**config.mk**
```make
export PLATFORM = sky130hd
export DESIGN_NAME = lcd_byte_writer
export DESIGN_NICKNAME = d
export VERILOG_FILES = /design/src/rtl/lcd_byte_writer.sv
export SDC_FILE = /design/constraint.sdc
export NUM_CORES = 1
export LEC_CHECK = 0
export ABC_AREA = 0
export CAP_MARGIN = 20
export CORE_MARGIN = 1.5
export CORE_UTILIZATION = 53
export CTS_BUF_LIST = sky130_fd_sc_hd__clkbuf_8
export CTS_CLUSTER_DIAMETER = 200
export DETAILED_ROUTE_END_ITERATION = 8
export GPL_TIMING_DRIVEN = 0
export PLACE_DENSITY_LB_ADDON = 0.05
export SYNTH_ARGS = -nofsm -noshare
export SYNTH_HDL_FRONTEND = slang
export SYNTH_SLANG_ARGS = --single-unit
```
**constraint.sdc**
```tcl
create_clock -name clk -period 2 [get_ports clk]
set_clock_uncertainty 0.2 [all_clocks]
set_input_delay 0.2 -clock clk [delete_from_list [all_inputs] [get_ports clk]]
set_output_delay 0.2 -clock clk [all_outputs]
set_load 0.01 [all_outputs]
```
**src/rtl/lcd_byte_writer.sv**
```systemverilog
// ---------------------------------------------------------------------------
// LcdByteWriter (module lcd_byte_writer)
//
// Purpose:
//   Sits after the stream timing adapter and turns each accepted byte of the
//   LCD master's 8-bit Avalon-ST stream into one HD44780-style 8-bit parallel
//   bus write. Each write has a setup phase, an enable pulse, a hold phase and
//   an execution wait. The escape byte ESC_BYTE marks the following byte as a
//   command (RS=0). Every other byte is display data (RS=1). Upstream is held
//   off with in_ready while power-up, a write or an execution wait is running.
//
// Ports:
//   clk       in   1  system clock
//   reset_n   in   1  asynchronous active-low reset
//   in_valid  in   1  Avalon-ST valid from the timing adapter
//   in_data   in   8  Avalon-ST byte
//   in_ready  out  1  Avalon-ST ready, high only while idle
//   lcd_rs    out  1  register select (1 = data, 0 = command)
//   lcd_rw    out  1  read/write, tied to write (0)
//   lcd_e     out  1  enable strobe
//   lcd_data  out  8  LCD data bus
//   busy      out  1  high whenever the writer is not idle
//
// All timing parameters count clock cycles and must be at least 1.
// ---------------------------------------------------------------------------
module lcd_byte_writer #(
    parameter int         T_POWERUP_CYC = 750000,
    parameter int         T_SETUP_CYC   = 3,
    parameter int         T_EN_CYC      = 12,
    parameter int         T_HOLD_CYC    = 2,
    parameter int         T_EXEC_CYC    = 1850,
    parameter int         T_LONG_CYC    = 76000,
    parameter logic [7:0] ESC_BYTE      = 8'hFE
) (
    input  logic       clk,
    input  logic       reset_n,
    input  logic       in_valid,
    input  logic [7:0] in_data,
    output logic       in_ready,
    output logic       lcd_rs,
    output logic       lcd_rw,
    output logic       lcd_e,
    output logic [7:0] lcd_data,
    output logic       busy
);

    // Largest phase length. It sizes the single shared down-counter.
    function automatic int maxCycles();
        int m;
        m = T_POWERUP_CYC;
        if (T_SETUP_CYC > m) m = T_SETUP_CYC;
        if (T_EN_CYC    > m) m = T_EN_CYC;
        if (T_HOLD_CYC  > m) m = T_HOLD_CYC;
        if (T_EXEC_CYC  > m) m = T_EXEC_CYC;
        if (T_LONG_CYC  > m) m = T_LONG_CYC;
        return m;
    endfunction

    localparam int MAX_CYC = maxCycles();
    localparam int CNT_W   = (MAX_CYC > 1) ? $clog2(MAX_CYC) : 1;

    typedef logic [CNT_W-1:0] cnt_t;

    // The counter is loaded with length-1 on entry to a phase. The phase ends
    // on the edge where the counter reads zero, so a phase of length L
    // occupies exactly L cycles.
    localparam cnt_t POWERUP_LOAD = cnt_t'(T_POWERUP_CYC - 1);
    localparam cnt_t SETUP_LOAD   = cnt_t'(T_SETUP_CYC - 1);
    localparam cnt_t EN_LOAD      = cnt_t'(T_EN_CYC - 1);
    localparam cnt_t HOLD_LOAD    = cnt_t'(T_HOLD_CYC - 1);
    localparam cnt_t EXEC_LOAD    = cnt_t'(T_EXEC_CYC - 1);
    localparam cnt_t LONG_LOAD    = cnt_t'(T_LONG_CYC - 1);

    typedef enum logic [2:0] {
        ST_INIT,
        ST_IDLE,
        ST_SETUP,
        ST_ENABLE,
        ST_HOLD,
        ST_WAIT
    } state_t;

    state_t     state_q, state_d;
    cnt_t       cnt_q, cnt_d;
    logic       cmdPending_q, cmdPending_d;
    logic       lcdRs_q, lcdRs_d;
    logic       lcdE_q, lcdE_d;
    logic [7:0] lcdData_q, lcdData_d;

    logic       transfer;
    logic       cntDone;
    logic       longWrite;

    // A byte moves only while idle. in_ready is decoded straight from the
    // state so that it can never be high outside IDLE.
    assign in_ready = (state_q == ST_IDLE);
    assign busy     = (state_q != ST_IDLE);
    assign transfer = in_valid && in_ready;
    assign cntDone  = (cnt_q == '0);

    // Clear (0x01) and home (0x02/0x03) need the long execution time. Only
    // commands qualify, so the decision uses the latched RS and data. Both
    // stay stable from the latch until the next accepted byte.
    assign longWrite = !lcdRs_q &&
                       ((lcdData_q == 8'h01) || (lcdData_q[7:1] == 7'h01));

    // State, counter and bus registers. Reset drops the strobe at once,
    // forgets any pending escape and restarts the power-up wait.
    always_ff @(posedge clk or negedge reset_n) begin
        if (!reset_n) begin
            state_q      <= ST_INIT;
            cnt_q        <= POWERUP_LOAD;
            cmdPending_q <= 1'b0;
            lcdRs_q      <= 1'b0;
            lcdE_q       <= 1'b0;
            lcdData_q    <= 8'h00;
        end else begin
            state_q      <= state_d;
            cnt_q        <= cnt_d;
            cmdPending_q <= cmdPending_d;
            lcdRs_q      <= lcdRs_d;
            lcdE_q       <= lcdE_d;
            lcdData_q    <= lcdData_d;
        end
    end

    // Next-state logic. The strobe's next value is decided together with the
    // phase change so that lcd_e is registered and lines up with the
    // ENABLE phase exactly.
    always_comb begin
        state_d      = state_q;
        cnt_d        = cnt_q;
        cmdPending_d = cmdPending_q;
        lcdRs_d      = lcdRs_q;
        lcdE_d       = lcdE_q;
        lcdData_d    = lcdData_q;

        case (state_q)
            ST_INIT: begin
                lcdE_d = 1'b0;
                if (cntDone) begin
                    state_d = ST_IDLE;
                end else begin
                    cnt_d = cnt_q - 1'b1;
                end
            end

            ST_IDLE: begin
                lcdE_d = 1'b0;
                if (transfer) begin
                    if ((in_data == ESC_BYTE) && !cmdPending_q) begin
                        // A bare escape only arms command mode. The bus is
                        // untouched and the writer stays ready.
                        cmdPending_d = 1'b1;
                    end else begin
                        // An escaped escape byte lands here as command 0xFE.
                        lcdData_d    = in_data;
                        lcdRs_d      = !cmdPending_q;
                        cmdPending_d = 1'b0;
                        cnt_d        = SETUP_LOAD;
                        state_d      = ST_SETUP;
                    end
                end
            end

            ST_SETUP: begin
                if (cntDone) begin
                    lcdE_d  = 1'b1;
                    cnt_d   = EN_LOAD;
                    state_d = ST_ENABLE;
                end else begin
                    cnt_d = cnt_q - 1'b1;
                end
            end

            ST_ENABLE: begin
                if (cntDone) begin
                    lcdE_d  = 1'b0;
                    cnt_d   = HOLD_LOAD;
                    state_d = ST_HOLD;
                end else begin
                    cnt_d = cnt_q - 1'b1;
                end
            end

            ST_HOLD: begin
                if (cntDone) begin
                    cnt_d   = longWrite ? LONG_LOAD : EXEC_LOAD;
                    state_d = ST_WAIT;
                end else begin
                    cnt_d = cnt_q - 1'b1;
                end
            end

            ST_WAIT: begin
                if (cntDone) begin
                    state_d = ST_IDLE;
                end else begin
                    cnt_d = cnt_q - 1'b1;
                end
            end

            default: begin
                lcdE_d       = 1'b0;
                cmdPending_d = 1'b0;
                cnt_d        = POWERUP_LOAD;
                state_d      = ST_INIT;
            end
        endcase
    end

    assign lcd_rs   = lcdRs_q;
    assign lcd_e    = lcdE_q;
    assign lcd_data = lcdData_q;
    assign lcd_rw   = 1'b0;

endmodule

```
==> metrics.txt <==
status=complete, but fails checks; failing checks=negative setup slack; Tmin final=about 2.3 ns; H-tree depth=2; worst skew pair latency=0.29 ns; Mapped Area=around 2200 sq um; count leader, synth=dfrtp_1; Synth area leader=dfrtp_1; worst path cell trace=nor4_4, nand4_1, buf_6, nor2_4, a31o_4, buf_4, nor4b_1, a211o_1; dpl hpwl=roughly 4100 um; FFs w/ async S/R, synth=1.000; synth top area cells=dfrtp_1, dfstp_2, mux2_2; adder-cell share of the synthesized area=0.01116; setup TNS=-5.624 ns; I/O pin cnt=24; largest net degree at the start of global routing=35; die area=between 4000 and 5000 sq um; CP startpoint kind=flop; kind of critical path=flop to flop; CTS Buf Count=5; number of synthesized flops with an enable pin=0; Layout Utilization=0.8121; NumNets Final=roughly 320; worst r2r src=cnt_q[14]; Cells after Synth=about 240; Worst EP required=~2 ns; Antenna Cells=0; Max-Slew Margin vs Limit=0.4725; vias in the first global route=about 2100; HP Class=primary input to asynchronous set/reset pin; Port Buf Inserts=22; GP Congestion=0.8851; die span in x=around 70 um; initial antenna violation count=0; CTS tree=done; GRT overflow=0; syn_area_per_cell=9.304 sq um; first-pass GRT wire length=10630 um; critical path's slowest cell=nor4_4; via-per-instance ratio=between 6 and 7; crit path max fanout=7; final hold vios=0; hold slack=0.3209 ns; mux contribution to synthesized area=0.04464; Pre-antenna DRT Iters=5; max cap viols=0; Vias=2454; CTS root buf=clkbuf_8; share of cells above drive strength 1=0.4387; sequential share of the synthesized area=0.3867; slowest stage delay, CP=0.44 ns; area growth from synthesis to layout=45.93%; Antenna Violating Nets Remaining=0; worst vdd ir=0.0003400 V; row count=23; max-slew violations=0; largest family of logic cells by synthesized area=simple AND/OR/NAND/NOR gates; Starting Density=0.5565; WL/cell=20.90 um; P_leak=1.307 nW; final instance area=between 3000 and 4000 sq um; share of the synthesized area in the top cell type=0.2344; Yosys Warn Count=0; RSZ-0062 raised after global routing=true; CP Capture Type=flop; CP Data Arrival Time=about 2.4 ns; final setup violation count=24; P per Cell Area=408.0 nW/um^2; GRT Util Overall=0.3111; flop-to-flop setup slack=-0.34 ns; # clock sinks=34; Tcrit/Tclk final=1.172; start point of the critical path=cnt_q[14]; ys flop type=dfrtp_1; most frequent cells after synthesis=dfrtp_1, nor2_1, nand3_1; Final WS setup=-0.3433 ns; clock transition at the registers of the reported paths=~0.08 ns; DRC Markers=0; Least-Margin Pin Slew=about 0.8 ns; synthesized flop and latch total=34; XOR/XNOR share of the synthesized area=0; initial DRC count=roughly 320; highest clock rate=0.4268 GHz; Post-Place Cell Area=between 2000 and 3000 sq um; post-synthesis simple-gate area fraction=0.2723; count of cell types in the netlist=64; clk buf depth=2; DIE HEIGHT=68.04 um; DRT Wirelength=7525 um; total core area=roughly 4000 sq um; post-synthesis compound-gate area fraction=0.2260; Syn Nets=around 250
[per-stage QoR]
step / setup slack (ns) / cells / power (mW)
2_1_floorplan: -0.2126 / 241 / 0.7383
3_3_place_gp: -0.6189 / 313 / 0.7966
3_5_place_dp: -0.6083 / 314 / 0.7964
4_1_cts: -0.2725 / 349 / 1.332
5_1_grt: -0.3938 / 360 / 1.377
6_report: -0.3433 / 360 / 1.335
[layout make-up]
class	instances	area, sq um
Multi-Input combinational cell	185	1530
Sequential cell	34	870.8
Fill cell	242	757.0
Clock buffer	6	82.58
Clock inverter	2	8.758
Timing Repair Buffer	64	578.1
Tap cell	50	62.56
Buffer	11	102.6
Inverter	8	36.28
[worst paths after layout]
check,to,depth (start not counted)
setup / recovery,cnt_q[2],8
hold / removal,lcd_e,2
setup reg to reg,cnt_q[2],8
hold reg to reg,lcd_data[1],1
max in group asynchronous,cnt_q[11],2
min in group clk,lcd_data[1],1
[state kept, by name (all words and copies together) (netlist names)]
register,flops
lcd_e,1
cmdPending_q,1
state_q,3
cnt_q,20
lcd_data,8
lcd_rs,1
[report_power, final]
part | internal [mW] | switching [mW] | leakage [nW]
Sequential | 0.698 | 0.00831 | 0.400
Combinational | 0.0473 | 0.0390 | 0.854
Clock | 0.273 | 0.269 | 0.0524
Total | 1.02 | 0.317 | 1.31
[logic make-up after synthesis]
group,Yosys count
simple gates,102
compound gates,70
flops,34
buf+inv,23
mux,9
fa+ha+maj,2
other cells,1
[worst max-delay path: cells and delay by family (launching register included)]
family | cells | cell delay [ns]
simple gates | 4 | 0.85
compound gates | 2 | 0.50
flops | 1 | 0.41
buf+inv | 2 | 0.31
[placed cells by master, fill, tap and decap left out, types with 3 or more instances in the layout]
cell type        Yosys  final
a221o_1              3      3
nand4_1              6      6
nand3_2              0      3
inv_1                7      5
buf_6                4     17
clkbuf_8             0      6
o211ai_1             4      4
or3_1                5      5
nor2_1              19     17
nor2_4               0      3
nor4_2               1      3
dfrtp_1             21     18
a21oi_2              0      3
nand3_4              1      3
a31oi_1              6      5
buf_4                3     29
a21o_1               3      3
o21ai_0              8      5
nand2_1             15     13
a211o_1              3      3
o31ai_1              4      3
clkdlybuf4s50_1      0     19
dfrtp_2              0      3
nor3_1               5      3
o21a_1               4      4
nand2b_1             6      5
nand3_1             17     12
dfstp_2             13     13
or4_1                3      3
a21oi_1             12      8
mux2_2               8      8
[metal layers]
metal | vias to the layer above | global-route usage | wire, um | part of all wire
li1 | 1056 | - | - | -
met1 | 1196 | 0.4093 | 3047 | 0.40
met2 | 166 | 0.5049 | 3580 | 0.48
met3 | 36 | 0.06250 | 633 | 0.084
met4 | 0 | 0.1150 | 263 | 0.035
met5 | - | 0 | 0 | 0
[timing repair]
item,CTS,global route
hold endpoints to repair,21,0
pin swaps,21,14
hold buffers,1,0
resized for setup,56,23
buffers inserted,29,12
cloned,0,1
setup endpoints to repair,33,33
Power figures use the tool's default switching activity.
